--- src/rtl/spi_3_pkg.sv ---
// Shared definitions for the spi_mode_master slice: default sizes, FSM state
// encoding and the packed command record.
package spi_3_pkg;

    localparam int DWIDTH       = 32;
    localparam int NSLAVES      = 4;
    localparam int S_ADDR_WIDTH = $clog2(NSLAVES);
    localparam int DIV_WIDTH    = 8;
    localparam int LWIDTH       = $clog2(DWIDTH);

    typedef enum logic [2:0] {
        ST_IDLE,
        ST_SETUP,
        ST_XFER,
        ST_HOLD,
        ST_GAP,
        ST_DONE
    } spi_state_t;

    typedef struct packed {
        logic [S_ADDR_WIDTH-1:0] slave;
        logic [LWIDTH-1:0]       len;
        logic                    cpol;
        logic                    cpha;
        logic [DIV_WIDTH-1:0]    div;
        logic [DWIDTH-1:0]       data;
    } spi_cmd_t;

endpackage

--- src/rtl/spi_clk_div.sv ---
// SCLK half-period timer: down-counter reloaded with div at terminal count,
// plus a phase bit that splits half-period ends into leading/trailing strobes.
module spi_clk_div #(
    parameter int DIV_WIDTH = spi_3_pkg::DIV_WIDTH
) (
    input  logic                 clk,
    input  logic                 rst_n,
    input  logic                 en,
    input  logic                 load,
    input  logic [DIV_WIDTH-1:0] div,
    output logic                 half_end,
    output logic                 lead_edge,
    output logic                 trail_edge
);

    logic [DIV_WIDTH-1:0] cnt;
    logic                 phase;

    assign half_end   = en & (cnt == '0);
    assign lead_edge  = half_end & ~phase;
    assign trail_edge = half_end & phase;

    // load restarts the half-period and realigns the phase to a leading edge
    always_ff @(posedge clk or negedge rst_n) begin
        if (!rst_n) begin
            cnt   <= '0;
            phase <= 1'b0;
        end else if (load) begin
            cnt   <= div;
            phase <= 1'b0;
        end else if (half_end) begin
            cnt   <= div;
            phase <= ~phase;
        end else if (en) begin
            cnt   <= cnt - 1'b1;
        end
    end

endmodule

--- src/rtl/spi_mode_master.sv ---
// SPI master with per-command mode, length, divider and chip-select selection.
// All SPI pins and handshake outputs are registered.
//
// state | meaning
// IDLE  | cmd_ready high, sclk parked at last cpol
// SETUP | cs_n asserted, first bit on mosi for cpha=0, one half-period
// XFER  | 2*(len+1) half-periods, sclk toggles at each half-period end
// HOLD  | cs_n still low for one half-period after the last edge
// GAP   | cs_n high for one half-period before reporting
// DONE  | rsp_valid pulse, back to IDLE
module spi_mode_master #(
    parameter int DWIDTH       = spi_3_pkg::DWIDTH,
    parameter int NSLAVES      = spi_3_pkg::NSLAVES,
    parameter int S_ADDR_WIDTH = $clog2(NSLAVES),
    parameter int DIV_WIDTH    = spi_3_pkg::DIV_WIDTH,
    parameter int LWIDTH       = $clog2(DWIDTH)
) (
    input  logic                    clk,
    input  logic                    rst_n,
    input  logic                    cmd_valid,
    output logic                    cmd_ready,
    input  logic [S_ADDR_WIDTH-1:0] cmd_slave,
    input  logic [LWIDTH-1:0]       cmd_len,
    input  logic                    cmd_cpol,
    input  logic                    cmd_cpha,
    input  logic [DIV_WIDTH-1:0]    cmd_div,
    input  logic [DWIDTH-1:0]       cmd_data,
    output logic                    rsp_valid,
    output logic [DWIDTH-1:0]       rsp_data,
    output logic                    rsp_err,
    output logic                    sclk,
    output logic                    mosi,
    input  logic                    miso,
    output logic [NSLAVES-1:0]      cs_n
);
    import spi_3_pkg::*;

    spi_state_t           state;
    logic [LWIDTH-1:0]    bit_cnt;
    logic                 cpha_q;
    logic [DIV_WIDTH-1:0] div_q;
    logic [DWIDTH-1:0]    data_q;
    logic [DWIDTH-1:0]    rx_q;
    logic [DWIDTH-1:0]    rx_next;
    logic                 err_q;
    logic                 accept;
    logic                 div_load;
    logic [DIV_WIDTH-1:0] div_val;
    logic                 half_end;
    logic                 lead_edge;
    logic                 trail_edge;
    logic [NSLAVES-1:0]   cs_sel;

    assign accept   = cmd_valid & cmd_ready;
    assign div_load = accept | ((state == ST_SETUP) & half_end);
    assign div_val  = accept ? cmd_div : div_q;
    assign rx_next  = {rx_q[DWIDTH-2:0], miso};

    // out-of-range slave index leaves every select deasserted
    always_comb begin
        cs_sel = '1;
        for (int i = 0; i < NSLAVES; i++) begin
            if (cmd_slave == S_ADDR_WIDTH'(i)) cs_sel[i] = 1'b0;
        end
    end

    spi_clk_div #(.DIV_WIDTH(DIV_WIDTH)) u_clk_div (
        .clk       (clk),
        .rst_n     (rst_n),
        .en        (state != ST_IDLE),
        .load      (div_load),
        .div       (div_val),
        .half_end  (half_end),
        .lead_edge (lead_edge),
        .trail_edge(trail_edge)
    );

    always_ff @(posedge clk or negedge rst_n) begin
        if (!rst_n) begin
            state     <= ST_IDLE;
            cmd_ready <= 1'b1;
            rsp_valid <= 1'b0;
            rsp_data  <= '0;
            rsp_err   <= 1'b0;
            sclk      <= 1'b0;
            mosi      <= 1'b0;
            cs_n      <= '1;
            bit_cnt   <= '0;
            cpha_q    <= 1'b0;
            div_q     <= '0;
            data_q    <= '0;
            rx_q      <= '0;
            err_q     <= 1'b0;
        end else begin
            rsp_valid <= 1'b0;
            case (state)
                ST_IDLE: begin
                    if (accept) begin
                        cmd_ready <= 1'b0;
                        cpha_q    <= cmd_cpha;
                        div_q     <= cmd_div;
                        data_q    <= cmd_data;
                        bit_cnt   <= cmd_len;
                        rx_q      <= '0;
                        err_q     <= (int'(cmd_slave) >= NSLAVES);
                        cs_n      <= cs_sel;
                        sclk      <= cmd_cpol;
                        if (!cmd_cpha) mosi <= cmd_data[cmd_len];
                        state     <= ST_SETUP;
                    end
                end
                ST_SETUP: begin
                    if (half_end) state <= ST_XFER;
                end
                ST_XFER: begin
                    if (half_end) sclk <= ~sclk;
                    if (lead_edge) begin
                        if (cpha_q) mosi <= data_q[bit_cnt];
                        else        rx_q <= rx_next;
                    end
                    if (trail_edge) begin
                        if (cpha_q) rx_q <= rx_next;
                        if (bit_cnt == '0) begin
                            state <= ST_HOLD;
                        end else begin
                            bit_cnt <= bit_cnt - 1'b1;
                            if (!cpha_q) mosi <= data_q[bit_cnt - 1'b1];
                        end
                    end
                end
                ST_HOLD: begin
                    if (half_end) begin
                        cs_n  <= '1;
                        state <= ST_GAP;
                    end
                end
                ST_GAP: begin
                    if (half_end) begin
                        rsp_valid <= 1'b1;
                        rsp_data  <= rx_q;
                        rsp_err   <= err_q;
                        state     <= ST_DONE;
                    end
                end
                ST_DONE: begin
                    cmd_ready <= 1'b1;
                    state     <= ST_IDLE;
                end
                default: state <= ST_IDLE;
            endcase
        end
    end

endmodule
--- config.mk ---
export PLATFORM = sky130hd
export DESIGN_NAME = spi_mode_master
export DESIGN_NICKNAME = d
export VERILOG_FILES = /design/src/rtl/spi_3_pkg.sv /design/src/rtl/spi_clk_div.sv /design/src/rtl/spi_mode_master.sv
export SDC_FILE = /design/constraint.sdc
export NUM_CORES = 1
export LEC_CHECK = 0
export ABC_AREA = 1
export CORE_ASPECT_RATIO = 0.9
export CORE_MARGIN = 2
export CORE_UTILIZATION = 40
export CTS_BUF_LIST = sky130_fd_sc_hd__clkbuf_8
export CTS_CLUSTER_DIAMETER = 60
export DETAILED_ROUTE_END_ITERATION = 8
export MAX_ROUTING_LAYER = met4
export PLACE_DENSITY_LB_ADDON = 0.25
export SLEW_MARGIN = 30
export SYNTH_ARGS = -nofsm -noshare
export SYNTH_HDL_FRONTEND = slang
export SYNTH_SLANG_ARGS = --single-unit
--- constraint.sdc ---
create_clock -name clk -period 3.52 [get_ports clk]
set_input_delay 0.704 -clock clk [delete_from_list [all_inputs] [get_ports clk]]
set_output_delay 0.704 -clock clk [all_outputs]
set_load 0.05 [all_outputs]
; Yosys cells after proc, flatten, opt, wreduce, memory -nomap -nowiden
; Cells that the tools add are included.
[op_classes]
n_eq_ne = 17
reduce_logical = 19
n_addsub = 2
n_mux = 51
n_bitwise = 8
order_cmp = 3
[ops]
columns = cell, n
row1 = 2-to-1 mux 32 bit, 5
row2 = one-hot mux 32 bit (2 select lines), 1
row3 = 2-to-1 mux 8 bit, 4
row4 = 2-to-1 mux 1 bit, 21
row5 = less-than comparator 5 x 6 -> 1 bit (second input constant), 3
row6 = 2-to-1 mux 3 bit, 6
row7 = != test 2 bit (second input constant), 9
row8 = binary-select mux 1 bit (select 5 bit), 3
row9 = 2-to-1 mux 5 bit, 3
row10 = one-hot mux 3 bit (5 select lines), 1
row11 = one-hot mux 5 bit (2 select lines), 1
row12 = AND reduction 3 bit, 3
row13 = zero test 8 bit, 1
row14 = 2-to-1 mux 4 bit, 2
row15 = one-hot mux 4 bit (2 select lines), 1
row16 = AND reduction 2 bit, 4
row17 = nonzero test 2 bit, 4
row18 = subtractor 8 x 1 -> 8 bit (second input constant), 1
row19 = == test 3 x 2 -> 1 bit (second input constant), 2
row20 = == test 3 bit (second input constant), 2
row21 = one-hot mux 1 bit (2 select lines), 3
row22 = AND reduction 6 bit, 1
row23 = nonzero test 3 bit, 2
row24 = bitwise AND 1 bit, 5
row25 = other kinds (10), 12
[word_totals]
input_bits = 53
output_inout_bits = 41
register_bits = 130
wordCells = 114

; Longest topological paths before layout
[depth]
word_depth = 8
mapped_depth = 14
ltp_nobuf = 13

; Modules after synthesis
; Synthesis repeated with hierarchy kept, for this count alone.
[hier_totals]
cells_unflattened = 848
hier_area_um2 = 6742.7
[by_module_without_submodules]
columns = mod, seq_area_each_um2, cells_per_inst, n_inst, area_each_um2
row1 = spi_mode_master, 3034.2, 736, 1, 6024.5
row2 = spi_clk_div, 225.2, 112, 1, 718.2

; Worst setup path after synthesis
; Ideal clock, no wire load.
[synth_path]
path_type = reg-to-reg
startpoint = reg bit_cnt[0]
endpoint = reg mosi
t_arrival_ns = 2.002
setup_ns = 0.121
t_required_ns = 3.399
path_stages_with_launch = 15
setup_slack_ns = 1.398
path_buffers = 3
synth_period_minus_slack_ns = 2.122
path_cell_list = dfrtp_1 > buf_2 > inv_2 > buf_2 > ha_1 > clkbuf_1 > clkinv_1 > o211ai_1 > nand3_1 > nand3_1 > nand2_1 > nand2_1 > nand3_1 > nand3_1 > a21oi_1
[synth_between]
elab_chain_len = 8
word_cells_on_any_way = 12
cone_classes = 1 x add/sub / 10 x mux / 1 x reduce/logical
[synth_rtl]
columns = item, line
row1 = from (decl), spi_mode_master.sv:39  ; logic [LWIDTH-1:0] bit_cnt;
row2 = from (signal assigned), spi_mode_master.sv:103  ; bit_cnt <= cmd_len;
row3 = from (signal assigned), spi_mode_master.sv:126  ; bit_cnt <= bit_cnt - 1'b1;
row4 = "parallel branches: the longest is 6 deep, another holds subtractor 5 x 1 -> 5 bit", n/a
row5 = 2-to-1 mux 1 bit *, spi_mode_master.sv:121  ; if (trail_edge) begin
row6 = one-hot mux 1 bit (2 select lines) *, spi_mode_master.sv:96  ; case (state)
row7 = to (signal assigned), spi_mode_master.sv:108  ; if (!cmd_cpha) mosi <= cmd_data[cmd_len];
row8 = to (signal assigned), spi_mode_master.sv:118  ; if (cpha_q) mosi <= data_q[bit_cnt];
row9 = to (signal assigned), spi_mode_master.sv:127  ; if (!cpha_q) mosi <= data_q[bit_cnt - 1'b1];
row10 = to (decl), spi_mode_master.sv:32  ; output logic mosi,
; Mark *: on every way between the ends. The select of a mux whose other input is x is not followed.
; A chain may end at the register's enable or synchronous reset.

; Worst setup path in the final report
[layout_path]
startpoint = reg bit_cnt[1]
endpoint = reg mosi
; Same word-level chain as after synthesis.

==> flow_metrics.env <==
export IMPL_netlist_area_um2=6794
export IMPL_critPathSlowestCell="dfrtp_1"
export IMPL_hold_viol_final=0
export IMPL_path_common_cell="nand3_1"
export IMPL_crit_chain="inv_2, ha_1, clkinv_1, o211ai_1, nand3_1, nand3_1, nand2_1, nand2_1, nand3_1, nand3_1, a21oi_1"
export IMPL_cellLeakagePower_nw=3.732
export IMPL_internal_power_mw=2.425
export IMPL_grt_pass1_vias=5172
export IMPL_final_setup_skew_ns=0.009304
export IMPL_r2r_end="mosi"
export IMPL_clk_pin_slew_worst_paths_ns=0.07
export IMPL_grt_util_met3_pct=4.460
export IMPL_cp_end_kind="flop"
export IMPL_setup_tns_ns=0
export IMPL_hp_class="in2async"
export IMPL_r2r_cells=11
export IMPL_yosys_warnings=0
export IMPL_cts_root_buf="clkbuf_8"
export IMPL_reg2reg_setup_slack_ns=1.01
export IMPL_crit_cells=11
export IMPL_period_minus_slack_ns=2.510
export IMPL_critPathLaunch="bit_cnt[1]"
export IMPL_io_buffers=92
export IMPL_overflow=0
export IMPL_ys_seq_elements=130
export IMPL_crit_path_start_kind="flop"
export IMPL_synth_edf_count=0
export IMPL_ys_flop_type="dfrtp_1"
export IMPL_status="complete, no violations"
export IMPL_critPathRequiredTime_ns=3.84
export IMPL_grt_use_total_pct=18.80
export IMPL_wl_um=15620
export IMPL_wl_per_cell_um=14.21
export IMPL_fmax_ghz=0.3984
export IMPL_coreArea_um2=16720
export IMPL_met1_usage_pct=27.11
export IMPL_antenna_found_initial=0
export IMPL_cp_arrival_ns=2.83
export IMPL_initial_core_util_pct=40.63
export IMPL_rows=45
export IMPL_layout_nets=932
export IMPL_synth_cell_types=47
export IMPL_timing_final_crit_share_pct=71.31
export IMPL_cts_sinks=130
export IMPL_fin_util_pct=49.55
export IMPL_dr_pass1_iters=5
export IMPL_cts_buffers_inserted=17
export IMPL_hold_buffers=0
export IMPL_comb_power_share_pct=4.7
export IMPL_grt_max_degree=74
export IMPL_drv_slew=0
export IMPL_h_tree_depth=4
export IMPL_syn_num_nets=853
export IMPL_seq_area_frac_synth_pct=47.97
export IMPL_cts_tree="done"
export IMPL_dp_hpwl_um=10620
export IMPL_post_route_drc_count=0
export IMPL_cts_resized=0
export IMPL_r2r_start="bit_cnt[1]"
export IMPL_synth_cells=796
export IMPL_rsz0062_at_grt="no"
export IMPL_area_delta_synth_final_pct=21.97
export IMPL_setup_violations=0
export IMPL_syn_avg_cell_area_um2=8.535
export IMPL_drtIter0Drc=503
export IMPL_ios=94
export IMPL_place_congestion=0.8937
export IMPL_post_cts_setup_buffer_count=0
export IMPL_drive_gt1_share_pct=12.61
export IMPL_grt_pass1_wl_um=26120
export IMPL_swShare_pct=21.11
export IMPL_crit_path_max_fanout=11
export IMPL_drv_cap=0
export IMPL_power_density_nw_per_um2=370.9
export IMPL_clk_latency_ns=0.44
export IMPL_clockPowerShare_pct=46.7
export IMPL_viasPerCell=5.000
export IMPL_p_seq_share_pct=48.6
export IMPL_clk_path_buf_depth=2
export IMPL_die_height_um=127.6
export IMPL_path_buf_inv=2
export IMPL_vdd_drop_max_mv=0.2222
export IMPL_top_usage_layer="met1"
export IMPL_slew_headroom_pct=54.61
export IMPL_slowest_delay_ns=0.65
export IMPL_tightest_slew_ns=0.6787
export IMPL_cp_top_family="flip-flops"
export IMPL_die_area_um2=18050
export IMPL_die_w_um=141.4
export IMPL_diodes=0
export IMPL_met2_usage_pct=26.53
export IMPL_final_antenna_net_count=0
export IMPL_setup_worst_path_class="reg2reg"
export IMPL_switchingPower_mw=0.6488
export IMPL_synth_async_reset_ratio_pct=100.0
export IMPL_via_count=5495
export IMPL_hold_slack_ns=0.2819
==> registers in the layout, indices dropped and copies added, names as in the netlist <==
name,flops
data_q,32
rsp_data,32
rx_q,32
div_q,8
u_clk_div.cnt,8
bit_cnt,5
cs_n,4
state,3
cmd_ready,1
cpha_q,1
mosi,1
rsp_valid,1
sclk,1
u_clk_div.phase,1
==> metrics by stage <==
stage                     total power, mW  worst slack, ns  cells  instance area (um^2)
after CTS                           3.117           0.9800   1099                  8288
after floorplan                     1.558            1.398    796                  6794
after global routing                3.204           0.8664   1099                  8287
after detailed placement            1.670           0.7091   1067                  7831
after global placement              1.671           0.7528   1067                  7831
final                               3.074            1.010   1099                  8287
==> cells in the mapped netlist, types with 5 or more instances <==
master	number	share of area [%]
o21ai_0	58	4.3
o21ai_1	19	1.4
nor2_1	17	0.94
o211ai_1	19	2.1
buf_6	7	1.2
a21oi_1	18	1.3
dfstp_2	5	1.9
buf_2	14	1.0
nand2_1	191	11
o22ai_2	30	5.5
o21a_1	35	3.9
xor2_1	6	0.77
inv_1	101	5.6
inv_2	12	0.66
dfrtp_1	125	46
nand3_1	68	5.0
nand4_1	5	0.46
clkbuf_1	14	0.77
==> layout make-up <==
type / count / area [um^2]
sequential: 130 / 3259
fill: 1607 / 8436
inverter: 119 / 452.9
tap: 211 / 264.0
timing repair buffer: 102 / 1005
clock inverter: 10 / 153.9
clock buffer: 22 / 302.8
multi-input combinational: 505 / 2849
==> per-layer routing <==
metal	vias to the layer above	wire length [um]
met5	-	0
met4	0	131
met1	2603	7894
li1	2755	-
met2	126	6786
met3	11	809
==> placed cells by master (no fill, tap or decap), drive strengths merged <==
cell	instances
nand2	195
dfrtp	125
inv	118
clkdlybuf4s50	90
o21ai	80
nand3	70
o21a	35
o22ai	30
clkbuf	22
nor2	22
o211ai	19
a21oi	19
buf	12
xor2	6
clkinv	6
nand4	5
dfstp	5
ha	4
bufinv	4
nor3	4
mux2i	3
a31oi	2
a32o	2
mux2	2
a21boi	1
o32ai	1
o221ai	1
o2111ai	1
xnor2	1
or2	1
conb	1
clkinvlp	1
==> cell families after synthesis <==
family	Yosys count	synth area share [%]
buf+inv	161	10.20
xor+xnor	7	0.9024
other cells	1	0.05520
flops	130	47.97
fa+ha+maj	4	0.7367
simple gates	297	18.99
mux	5	0.7735
compound gates	191	20.37
==> power groups by stage <==
stage                     combinational (mW)  sequential [mW]  clock [mW]
final                                  0.145             1.49        1.43
after global routing                   0.164             1.49        1.55
after CTS                              0.149             1.49        1.48
after detailed placement               0.149             1.52           0
after global placement                 0.149             1.52           0
after floorplan                       0.0359             1.52           0
==> how the worst max path moves through the flow <==
| stage | end | slack [ns] |
|---|---|---|
| after detailed placement | mosi | 0.71 |
| after global placement | mosi | 0.75 |
| after global routing | mosi | 0.87 |
| after floorplan | mosi | 1.40 |
| after CTS | cmd_ready | 0.98 |
| final | mosi | 1.01 |
No activity file was read; power rests on OpenSTA's default activity.
